--- src/rtl/alu_pkg.sv ---
// Shared ALU definitions: ALUOp encodings, 4-bit ALU control codes, FSM states.
// Latency: n/a (constants and types only).
// Backpressure: n/a.
package alu_pkg;

   // Main-decoder ALUOp encodings
   localparam logic [1:0] ALUOP_LS = 2'b00;   // load/store address add
   localparam logic [1:0] ALUOP_BR = 2'b01;   // branch compare subtract
   localparam logic [1:0] ALUOP_R  = 2'b10;   // R-type, funct fields decide
   localparam logic [1:0] ALUOP_I  = 2'b11;   // I-type, funct3 decides

   // ALU control codes
   localparam logic [3:0] ALU_AND  = 4'b0000;
   localparam logic [3:0] ALU_OR   = 4'b0001;
   localparam logic [3:0] ALU_ADD  = 4'b0010;
   localparam logic [3:0] ALU_SUB  = 4'b0110;
   localparam logic [3:0] ALU_XOR  = 4'b0111;
   localparam logic [3:0] ALU_SLL  = 4'b1000;
   localparam logic [3:0] ALU_SRL  = 4'b1001;
   localparam logic [3:0] ALU_SRA  = 4'b1010;
   localparam logic [3:0] ALU_SLT  = 4'b1011;
   localparam logic [3:0] ALU_SLTU = 4'b1100;
   localparam logic [3:0] ALU_MUL  = 4'b1101;

   // funct7 value marking the multiply/divide extension group
   localparam logic [6:0] FUNCT7_MULDIV = 7'b0000001;

   // Execution FSM states
   typedef enum logic [1:0] {
      ST_IDLE = 2'd0,
      ST_MULT = 2'd1,
      ST_HOLD = 2'd2
   } state_t;

endpackage

--- src/rtl/alu_ctrl_dec.sv ---
// ALU control decoder: ALUOp/funct3/funct7 -> 4-bit ALU control code.
// Latency: purely combinational.
// Backpressure: none, no state.
module alu_ctrl_dec
   import alu_pkg::*;
(
   input  logic [1:0] i_alu_op,
   input  logic [2:0] i_funct3,
   input  logic [6:0] i_funct7,
   output logic [3:0] o_alu_ctrl
);

   logic [3:0] w_rtype_ctrl;

   // funct3 table shared by R-type and I-type; funct7[5] picks SUB and SRA
   always_comb begin
      w_rtype_ctrl = ALU_ADD;
      case (i_funct3)
         3'b000:  w_rtype_ctrl = i_funct7[5] ? ALU_SUB : ALU_ADD;
         3'b001:  w_rtype_ctrl = ALU_SLL;
         3'b010:  w_rtype_ctrl = ALU_SLT;
         3'b011:  w_rtype_ctrl = ALU_SLTU;
         3'b100:  w_rtype_ctrl = ALU_XOR;
         3'b101:  w_rtype_ctrl = i_funct7[5] ? ALU_SRA : ALU_SRL;
         3'b110:  w_rtype_ctrl = ALU_OR;
         default: w_rtype_ctrl = ALU_AND;
      endcase
   end

   // Top-level decode: fixed ops for LS/BR, MUL group only for R-type,
   // and I-type never subtracts (no funct7 on an add-immediate)
   always_comb begin
      o_alu_ctrl = ALU_ADD;
      case (i_alu_op)
         ALUOP_LS: o_alu_ctrl = ALU_ADD;
         ALUOP_BR: o_alu_ctrl = ALU_SUB;
         ALUOP_R: begin
            if (i_funct7 == FUNCT7_MULDIV)
               o_alu_ctrl = (i_funct3 == 3'b000) ? ALU_MUL : ALU_ADD;
            else
               o_alu_ctrl = w_rtype_ctrl;
         end
         default: begin
            if (i_funct3 == 3'b000)
               o_alu_ctrl = ALU_ADD;
            else
               o_alu_ctrl = w_rtype_ctrl;
         end
      endcase
   end

endmodule

--- src/rtl/alu_exec_unit.sv ---
// ALU execute unit: single-cycle ops plus a WIDTH-step shift-add multiplier.
// Latency: 1 cycle for ALU ops, WIDTH+1 cycles for MUL (no early exit).
// Backpressure: result held in HOLD until out_ready; in_ready low in MULT and stalled HOLD.
module alu_exec_unit
   import alu_pkg::*;
#(
   parameter int WIDTH   = 32,
   parameter int SHAMT_W = $clog2(WIDTH)
)
(
   input  logic             clk,
   input  logic             reset,
   input  logic             in_valid,
   output logic             in_ready,
   input  logic [1:0]       ALUOp,
   input  logic [2:0]       funct3,
   input  logic [6:0]       funct7,
   input  logic [WIDTH-1:0] a,
   input  logic [WIDTH-1:0] b,
   output logic             out_valid,
   input  logic             out_ready,
   output logic [WIDTH-1:0] result,
   output logic             zero,
   output logic             busy
);

   // count spans 0..WIDTH, one extra bit keeps WIDTH representable
   localparam int                 CNT_W    = SHAMT_W + 1;
   localparam logic [CNT_W-1:0]   CNT_LAST = CNT_W'(WIDTH - 1);

   state_t             r_state;
   logic [WIDTH-1:0]   r_result;
   logic               r_zero;
   logic               r_out_valid;
   logic               r_busy;
   logic [WIDTH-1:0]   r_acc;
   logic [WIDTH-1:0]   r_mcand;
   logic [WIDTH-1:0]   r_mplier;
   logic [CNT_W-1:0]   r_count;

   logic [3:0]         w_alu_ctrl;
   logic [WIDTH-1:0]   w_alu_res;
   logic [SHAMT_W-1:0] w_shamt;
   logic               w_is_mul;
   logic               w_in_ready;
   logic               w_accept;
   logic [WIDTH-1:0]   w_acc_next;

   alu_ctrl_dec u_dec (
      .i_alu_op   (ALUOp),
      .i_funct3   (funct3),
      .i_funct7   (funct7),
      .o_alu_ctrl (w_alu_ctrl)
   );

   assign w_shamt    = b[SHAMT_W-1:0];
   assign w_is_mul   = (w_alu_ctrl == ALU_MUL);
   // HOLD frees the slot in the same cycle the consumer takes the result
   assign w_in_ready = (r_state == ST_IDLE) || ((r_state == ST_HOLD) && out_ready);
   assign w_accept   = in_valid && w_in_ready;
   assign w_acc_next = r_acc + (r_mplier[0] ? r_mcand : '0);

   assign in_ready  = w_in_ready;
   assign out_valid = r_out_valid;
   assign result    = r_result;
   assign zero      = r_zero;
   assign busy      = r_busy;

   // Single-cycle ALU datapath; MUL is produced by the iterative path instead
   always_comb begin
      w_alu_res = '0;
      case (w_alu_ctrl)
         ALU_AND:  w_alu_res = a & b;
         ALU_OR:   w_alu_res = a | b;
         ALU_ADD:  w_alu_res = a + b;
         ALU_SUB:  w_alu_res = a - b;
         ALU_XOR:  w_alu_res = a ^ b;
         ALU_SLL:  w_alu_res = a << w_shamt;
         ALU_SRL:  w_alu_res = a >> w_shamt;
         ALU_SRA:  w_alu_res = $unsigned($signed(a) >>> w_shamt);
         ALU_SLT:  w_alu_res = {{(WIDTH-1){1'b0}}, ($signed(a) < $signed(b))};
         ALU_SLTU: w_alu_res = {{(WIDTH-1){1'b0}}, (a < b)};
         default:  w_alu_res = '0;
      endcase
   end

   // Control FSM with registered result/zero/out_valid/busy; reset wins over any handshake
   always_ff @(posedge clk) begin
      if (reset) begin
         r_state     <= ST_IDLE;
         r_result    <= '0;
         r_zero      <= 1'b0;
         r_out_valid <= 1'b0;
         r_busy      <= 1'b0;
         r_acc       <= '0;
         r_mcand     <= '0;
         r_mplier    <= '0;
         r_count     <= '0;
      end else begin
         case (r_state)
            ST_IDLE, ST_HOLD: begin
               if (w_accept) begin
                  if (w_is_mul) begin
                     r_mcand     <= a;
                     r_mplier    <= b;
                     r_acc       <= '0;
                     r_count     <= '0;
                     r_state     <= ST_MULT;
                     r_out_valid <= 1'b0;
                     r_busy      <= 1'b1;
                  end else begin
                     r_result    <= w_alu_res;
                     r_zero      <= (w_alu_res == '0);
                     r_state     <= ST_HOLD;
                     r_out_valid <= 1'b1;
                  end
               end else if ((r_state == ST_HOLD) && out_ready) begin
                  r_state     <= ST_IDLE;
                  r_out_valid <= 1'b0;
               end
            end
            ST_MULT: begin
               r_acc    <= w_acc_next;
               r_mcand  <= r_mcand << 1;
               r_mplier <= r_mplier >> 1;
               r_count  <= r_count + 1'b1;
               if (r_count == CNT_LAST) begin
                  r_result    <= w_acc_next;
                  r_zero      <= (w_acc_next == '0);
                  r_state     <= ST_HOLD;
                  r_out_valid <= 1'b1;
                  r_busy      <= 1'b0;
               end
            end
            default: begin
               r_state     <= ST_IDLE;
               r_out_valid <= 1'b0;
               r_busy      <= 1'b0;
            end
         endcase
      end
   end

endmodule

--- config.mk ---
export PLATFORM = sky130hd
export DESIGN_NAME = alu_exec_unit
export DESIGN_NICKNAME = d
export VERILOG_FILES = /design/src/rtl/alu_pkg.sv /design/src/rtl/alu_ctrl_dec.sv /design/src/rtl/alu_exec_unit.sv
export SDC_FILE = /design/constraint.sdc
export NUM_CORES = 1
export LEC_CHECK = 0
export CAP_MARGIN = 20
export CORE_MARGIN = 3
export CORE_UTILIZATION = 30
export DETAILED_ROUTE_END_ITERATION = 16
export PLACE_DENSITY = 0.44
export SYNTH_ARGS = -nofsm -noshare
export SYNTH_HDL_FRONTEND = slang
export SYNTH_HIERARCHICAL = 1
export SYNTH_SLANG_ARGS = --single-unit
--- constraint.sdc ---
create_clock -name clk -period 6.1 [get_ports clk]
set_input_delay 1.22 -clock clk [delete_from_list [all_inputs] [get_ports clk]]
set_output_delay 1.22 -clock clk [all_outputs]
set_load 0.1 [all_outputs]
Yosys cells after proc, flatten, opt, wreduce, memory -nomap -nowiden
Cells that the tools add are included.
W data, S select, Z words.
{ "totals": {"regBits": 139, "latch_bits": 0, "mem_bits_rw": 0, "mem_bits_ro": 0, "input_bits": 80, "out_inout_bits": 36, "elab_cells": 106, "memories": 0} }
{ "op_classes": {"n_addsub": 4, "multipliers": 0, "n_div": 0, "order_cmp": 2, "eq_ne": 27, "shift": 3, "mux": 43, "bitwise": 3, "n_reduce_logical": 15} }
{ "ops": {"columns": ["operator", "n"], "rows": [
  ["$mux W32", 10],
  ["$pmux W32 S10", 1],
  ["$pmux W32 S2", 4],
  ["$add A32 B32 Y32", 2],
  ["$logic_not A32 Y1", 2],
  ["$lt A32 B32 Y1", 2],
  ["$and A32 B32 Y32", 1],
  ["$or A32 B32 Y32", 1],
  ["$shl A32 B5 Y32", 1],
  ["$shr A32 B5 Y32", 1],
  ["$sshr A32 B5 Y32", 1],
  ["$sub A32 B32 Y32", 1],
  ["$xor A32 B32 Y32", 1],
  ["$pmux W4 S7", 1],
  ["$eq A4 B4 Y1 const B", 6],
  ["$mux W4", 3],
  ["$mux W6", 2],
  ["$pmux W4 S3", 1],
  ["$pmux W6 S2", 1],
  ["$mux W1", 10],
  ["$mux W2", 5],
  ["$eq A3 B3 Y1 const B", 3],
  ["$eq A4 B3 Y1 const B", 2],
  ["$ne A2 B2 Y1 const B", 4],
  ["other kinds (23)", 31]
]} }

Longest topological paths before layout
{ "depth": {"depth_word": 10, "mapped_depth": 20, "depth_no_buf": 16} }

Modules after synthesis
Netlist, hierarchy kept.
{ "modules_own_cells": {"columns": ["module", "n_inst", "cells_each", "area_each_um2"], "rows": [
  ["alu_exec_unit", 1, 2438, 17609.4],
  ["alu_ctrl_dec", 1, 24, 171.4]
]} }

Worst setup path after synthesis
Ideal clock, no wire load.
{ "synth_timing": {"kind": "input port to flip-flop", "start": "in b[1]", "end": "reg r_zero (netlist: zero)", "setup_ps": 74, "arrival_time_ps": 5430, "setup_slack_ps": 596, "stages": 19, "path_buffers": 5, "path_cell_list": "buf_2 -> inv_1 -> buf_2 -> buf_2 -> clkbuf_1 -> clkbuf_1 -> ha_1 -> nor2_1 -> o311a_1 -> o2111a_1 -> or3b_2 -> xor2_1 -> nor2_1 -> or4_1 -> nor4_1 -> nand4bb_1 -> nor4_1 -> nand4_1 -> a31oi_1"} }
{ "synth_between": {"elab_chain_cells": 6} }
{ "synth_rtl": {"columns": ["item", "line_no", "rtl"], "rows": [
  ["from (decl)", "alu_exec_unit.sv:19", "input logic [WIDTH-1:0] b,"],
  ["$sub A32 B32 Y32 (tied with other cells)", "alu_exec_unit.sv:76", "ALU_SUB: w_alu_res = a - b;"],
  ["$pmux W32 S10 (*)", "alu_exec_unit.sv:72", "case (w_alu_ctrl)"],
  ["$logic_not A32 Y1 (*)", "alu_exec_unit.sv:113", "r_zero <= (w_alu_res == '0);"],
  ["$mux W1 (*)", "alu_exec_unit.sv:103", "if (w_is_mul) begin"],
  ["$mux W1 (*)", "alu_exec_unit.sv:102", "if (w_accept) begin"],
  ["$pmux W1 S2 (*)", "alu_exec_unit.sv:100", "case (r_state)"],
  ["to (signal assigned)", "alu_exec_unit.sv:113", null],
  ["to (signal assigned)", "alu_exec_unit.sv:129", "r_zero <= (w_acc_next == '0);"],
  ["to (decl)", "alu_exec_unit.sv:33", "logic r_zero;"]
]} }
Mark *: on every way between the ends. The rest lies on a longest branch, timed or not. The select of a mux whose other input is x is not followed.
A chain may end at the register's enable or synchronous reset.

Worst setup path in the final report
{ "layout_timing": {"start": "in funct7[5]", "end": "reg r_zero (netlist: zero)"} }
{ "layout_between": {"elab_chain_cells": 10} }
{ "layout_rtl": {"columns": ["item", "line_no", "rtl"], "rows": [
  ["from (decl)", "alu_exec_unit.sv:17", "input logic [6:0] funct7,"],
  ["$mux W2", "alu_ctrl_dec.sv:24", "3'b101: w_rtype_ctrl = i_funct7[5] ? ALU_SRA : ALU_SRL;"],
  ["$pmux W4 S7", "alu_ctrl_dec.sv:18", "case (i_funct3)"],
  ["$mux W4 (on tied branches)", "alu_ctrl_dec.sv:44, alu_ctrl_dec.sv:38", null],
  ["$pmux W4 S3 (*)", "alu_ctrl_dec.sv:34", "case (i_alu_op)"],
  ["net w_alu_ctrl[1]", "alu_exec_unit.sv:41", "logic [3:0] w_alu_ctrl;"],
  ["$eq A4 B4 Y1 (tied with other cells)", "alu_exec_unit.sv:72", null],
  ["$pmux W32 S10", "alu_exec_unit.sv:72", null],
  ["$logic_not A32 Y1", "alu_exec_unit.sv:113", null],
  ["$mux W1", "alu_exec_unit.sv:103", null],
  ["$mux W1", "alu_exec_unit.sv:102", null],
  ["$pmux W1 S2", "alu_exec_unit.sv:100", null]
]} }
The timed path passes the listed nets; every way through them passes the cells marked *. The select of a mux whose other input is x is not followed.

==> impl_metrics.json <==
{
  "status": "finished, final reports clean",
  "viasPerCell": 6.214,
  "final_cell_mix": "nor2_1, nand2_1, buf_4",
  "min_period_over_period": 0.9649,
  "rsz0062_at_grt": "no",
  "postCtsSetupBuffers": 0,
  "cts_hold_buf": 0,
  "power_frac_seq": 0.248,
  "synth.net_count": 2686,
  "grt_usage": 0.3275,
  "rr_startpoint": "r_mplier[0]",
  "synth_seq_cells": 138,
  "synth.distinct_cells": 99,
  "grt_max_degree": 92,
  "p_switching_w": 0.001732,
  "synth_area_um2": 17780,
  "synth_ff_type": "dfxtp_1",
  "place_congestion": 1.020,
  "start_util": 0.3058,
  "hold_violations": 0,
  "cap_violations": 0,
  "seq_area_frac_synth": 0.1554,
  "antenna_found_initial": 8,
  "cts_made_buffers": 17,
  "syn-mean-instance-area_um2": 7.222,
  "worstPathMaxFanout": 12,
  "die_x_um": 249.5,
  "cpMaxStageDelayCell": "a2111oi_0",
  "initialDrtViolationCount": 2297,
  "core_um2": 58140,
  "ant_nets": 0,
  "path_buf_inv": 5,
  "routed_wl_um": 105200,
  "finalInstanceArea_um2": 21500,
  "setup_viol": 0,
  "clockBufferDepth": 2,
  "worst_ep_required_time_ns": 6.53,
  "slowest_delay_ns": 0.69,
  "dpl_cell_area_um2": 20950,
  "rrSetupSlack_ns": 1.46,
  "synth_cells": 2462,
  "die_area_um2": 62230,
  "clock.fmax_mhz": 169.9,
  "relSlewSlack": 0.3203,
  "grt-ovfl-total": 0,
  "cts_resized": 0,
  "cpLargestDelayFamily": "simple AND/OR/NAND/NOR gates",
  "hp-class": "reg -> reg",
  "fin_worst_skew_ns": 0.01858,
  "swShare": 0.4561,
  "synth_edf_count": 0,
  "hold_ws_ns": 0.4603,
  "p_leak_nw": 8.635,
  "fin_util": 0.3698,
  "worstSetupPathType": "in -> reg",
  "cts_tree": "done",
  "rr_endpoint": "zero",
  "comb_power_share": 0.474,
  "synthArstFlopShare": 0,
  "wl_per_cell_um": 30.88,
  "min_period_ns": 5.886,
  "hold_end": "result[15]",
  "drive_above_1_share": 0.1396,
  "power_density_nw_per_um2": 176.6,
  "yosys_warnings": 6,
  "worst_setup_path_start_kind": "primary input",
  "cts.sinks": 138,
  "p_int_w": 0.002065,
  "clk_latency_ns": 0.50,
  "synthToLayoutAreaGrowth_pct": 20.91,
  "nFillCells": 6275,
  "vias": 21180,
  "final_cells": 3408,
  "rows": 88,
  "placed_cells": 3376,
  "cp-startpoint": "funct7[5]",
  "min_delay_path_depth": 2,
  "dp_hpwl_um": 82820,
  "worst_path_most_repeated_cell": "buf_4",
  "h-tree-depth": 4,
  "final_common_cell": "nor2_1",
  "grt_pass1_vias": 20120,
  "nets": 2854,
  "io_pins": 116,
  "antenna_cells": 0,
  "tightest_slew_ns": 1.016,
  "dieHeight_um": 249.5,
  "drt-pass1-iter-count": 5,
  "path_clk_slew_ns": 0.08,
  "hold_path.startpoint": "result[15]",
  "maxSlewViolCount": 0,
  "worstPathCellList": "clkdlybuf4s50_1, nor4_2, nand3_2, o21ai_0, o311ai_4, buf_12, nand4bb_1, nor2_1, buf_4, a211oi_1, buf_4, o22ai_1, a2111oi_0, buf_4, nand2_1, nand4bb_1, nor4_2, nand4_1, a31oi_1",
  "grt_first_pass_wirelength_um": 149800,
  "ir_drop_v": 0.0002267,
  "root_buffer": "clkbuf_16",
  "reg2regPathDepth": 15,
  "arrival_ns": 6.32,
  "drc": 0,
  "io_buffers": 115,
  "p_clk_frac": 0.277,
  "end_kind": "flip-flop"
}
==> layout make-up <==
cell class,instances,area (um2),area share
sequential,138,2763,0.1285
inverter,99,371.6,0.01729
clock inverter,12,91.34,0.004249
multi-input combinational,2026,13870,0.6450
tap,765,957.2,0.04452
clock buffer,20,446.7,0.02078
timing repair buffer,348,3003,0.1397
==> flip-flops by register name, summed over array words and instances (netlist names) <==
signal / count
r_acc: 32
r_mcand: 32
r_mplier: 32
result: 32
r_count: 6
busy: 1
out_valid: 1
r_state: 1
zero: 1
==> layer usage <==
layer,vias to the layer above,wire length [um],track usage
met2,1022,44200,0.4802
met3,165,7543,0.05127
li1,9488,-,-
met5,-,0,0
met1,10500,48750,0.4742
met4,0,4734,0.1358
==> Yosys cell counts, drive strengths merged (8+ instances only) <==
library cell,count,share of area
nand3,58,0.017
xnor2,29,0.014
buf,60,0.019
o21a,9,0.0038
a22oi,45,0.019
xor2,18,0.0089
nand4,20,0.0070
a2111oi,49,0.025
o221ai,11,0.0054
dfxtp,138,0.16
inv,97,0.020
nor4,29,0.011
and3,16,0.0056
mux2i,65,0.037
nand2,260,0.055
o21bai,14,0.0059
o211ai,48,0.020
o21ai,136,0.038
mux2,22,0.014
a21oi,222,0.062
a21o,24,0.010
a311oi,15,0.0077
o2111ai,13,0.0064
a21boi,8,0.0034
a221oi,11,0.0054
a31oi,36,0.013
o31ai,13,0.0055
ha,141,0.099
nand2b,26,0.0091
and2,43,0.015
mux4,47,0.061
a211oi,41,0.017
nor2b,28,0.0099
o22ai,20,0.0070
nor3,44,0.012
or4,10,0.0042
nor2,310,0.066
clkbuf,139,0.029
a211o,10,0.0049
or3,14,0.0049
==> cell families (layout without fill, tap and decap cells) <==
family / after synthesis / in the layout / share of synthesized area
adder cells (fa/ha/maj): 144 / 144 / 0.1026
buffers and inverters: 298 / 479 / 0.06917
multiplexers: 134 / 134 / 0.1120
XOR/XNOR: 47 / 47 / 0.02315
flip-flops: 138 / 138 / 0.1554
AO/OA/AOI/OAI: 810 / 810 / 0.3050
AND/OR/NAND/NOR: 891 / 891 / 0.2327
==> power groups by stage <==
stage | registers [W] | clock network [W] | logic, W
final | 0.000943 | 0.00105 | 0.00180
after global routing | 0.000946 | 0.00110 | 0.00188
after CTS | 0.000943 | 0.00109 | 0.00176
after detailed placement | 0.000963 | 0 | 0.00176
after global placement | 0.000964 | 0 | 0.00177
after floorplan | 0.00112 | 0 | 0.000813
==> metrics by stage <==
stage	total power [W]	setup TNS (ns)	worst slack, ns
after detailed placement	0.002719	-0.3982	-0.3982
after CTS	0.003793	0	0.1388
after global routing	0.003934	0	0.02865
after floorplan	0.001937	0	0.5961
after global placement	0.002735	-0.3175	-0.3175
final	0.003797	0	0.2138
==> how the worst max path moves through the flow <==
stage / endpoint / slack, ns / cells after the start
finish: zero / 0.21 / 19
global route: zero / 0.03 / 19
CTS: zero / 0.14 / 19
detailed placement: zero / -0.40 / 19
global placement: zero / -0.32 / 15
floorplan: zero / 0.60 / 19
==> worst reg2reg max path, delay by kind of cell, from the launching register on <==
kind / cells / cell delay, ns
AOI/OAI and AO/OA: 6 / 1.72
xor gates and xnor gates: 1 / 0.12
adders and majority gates: 2 / 0.66
DFF: 1 / 0.47
and+or+nand+nor: 6 / 1.61
No activity file was read; power rests on OpenSTA's default activity.
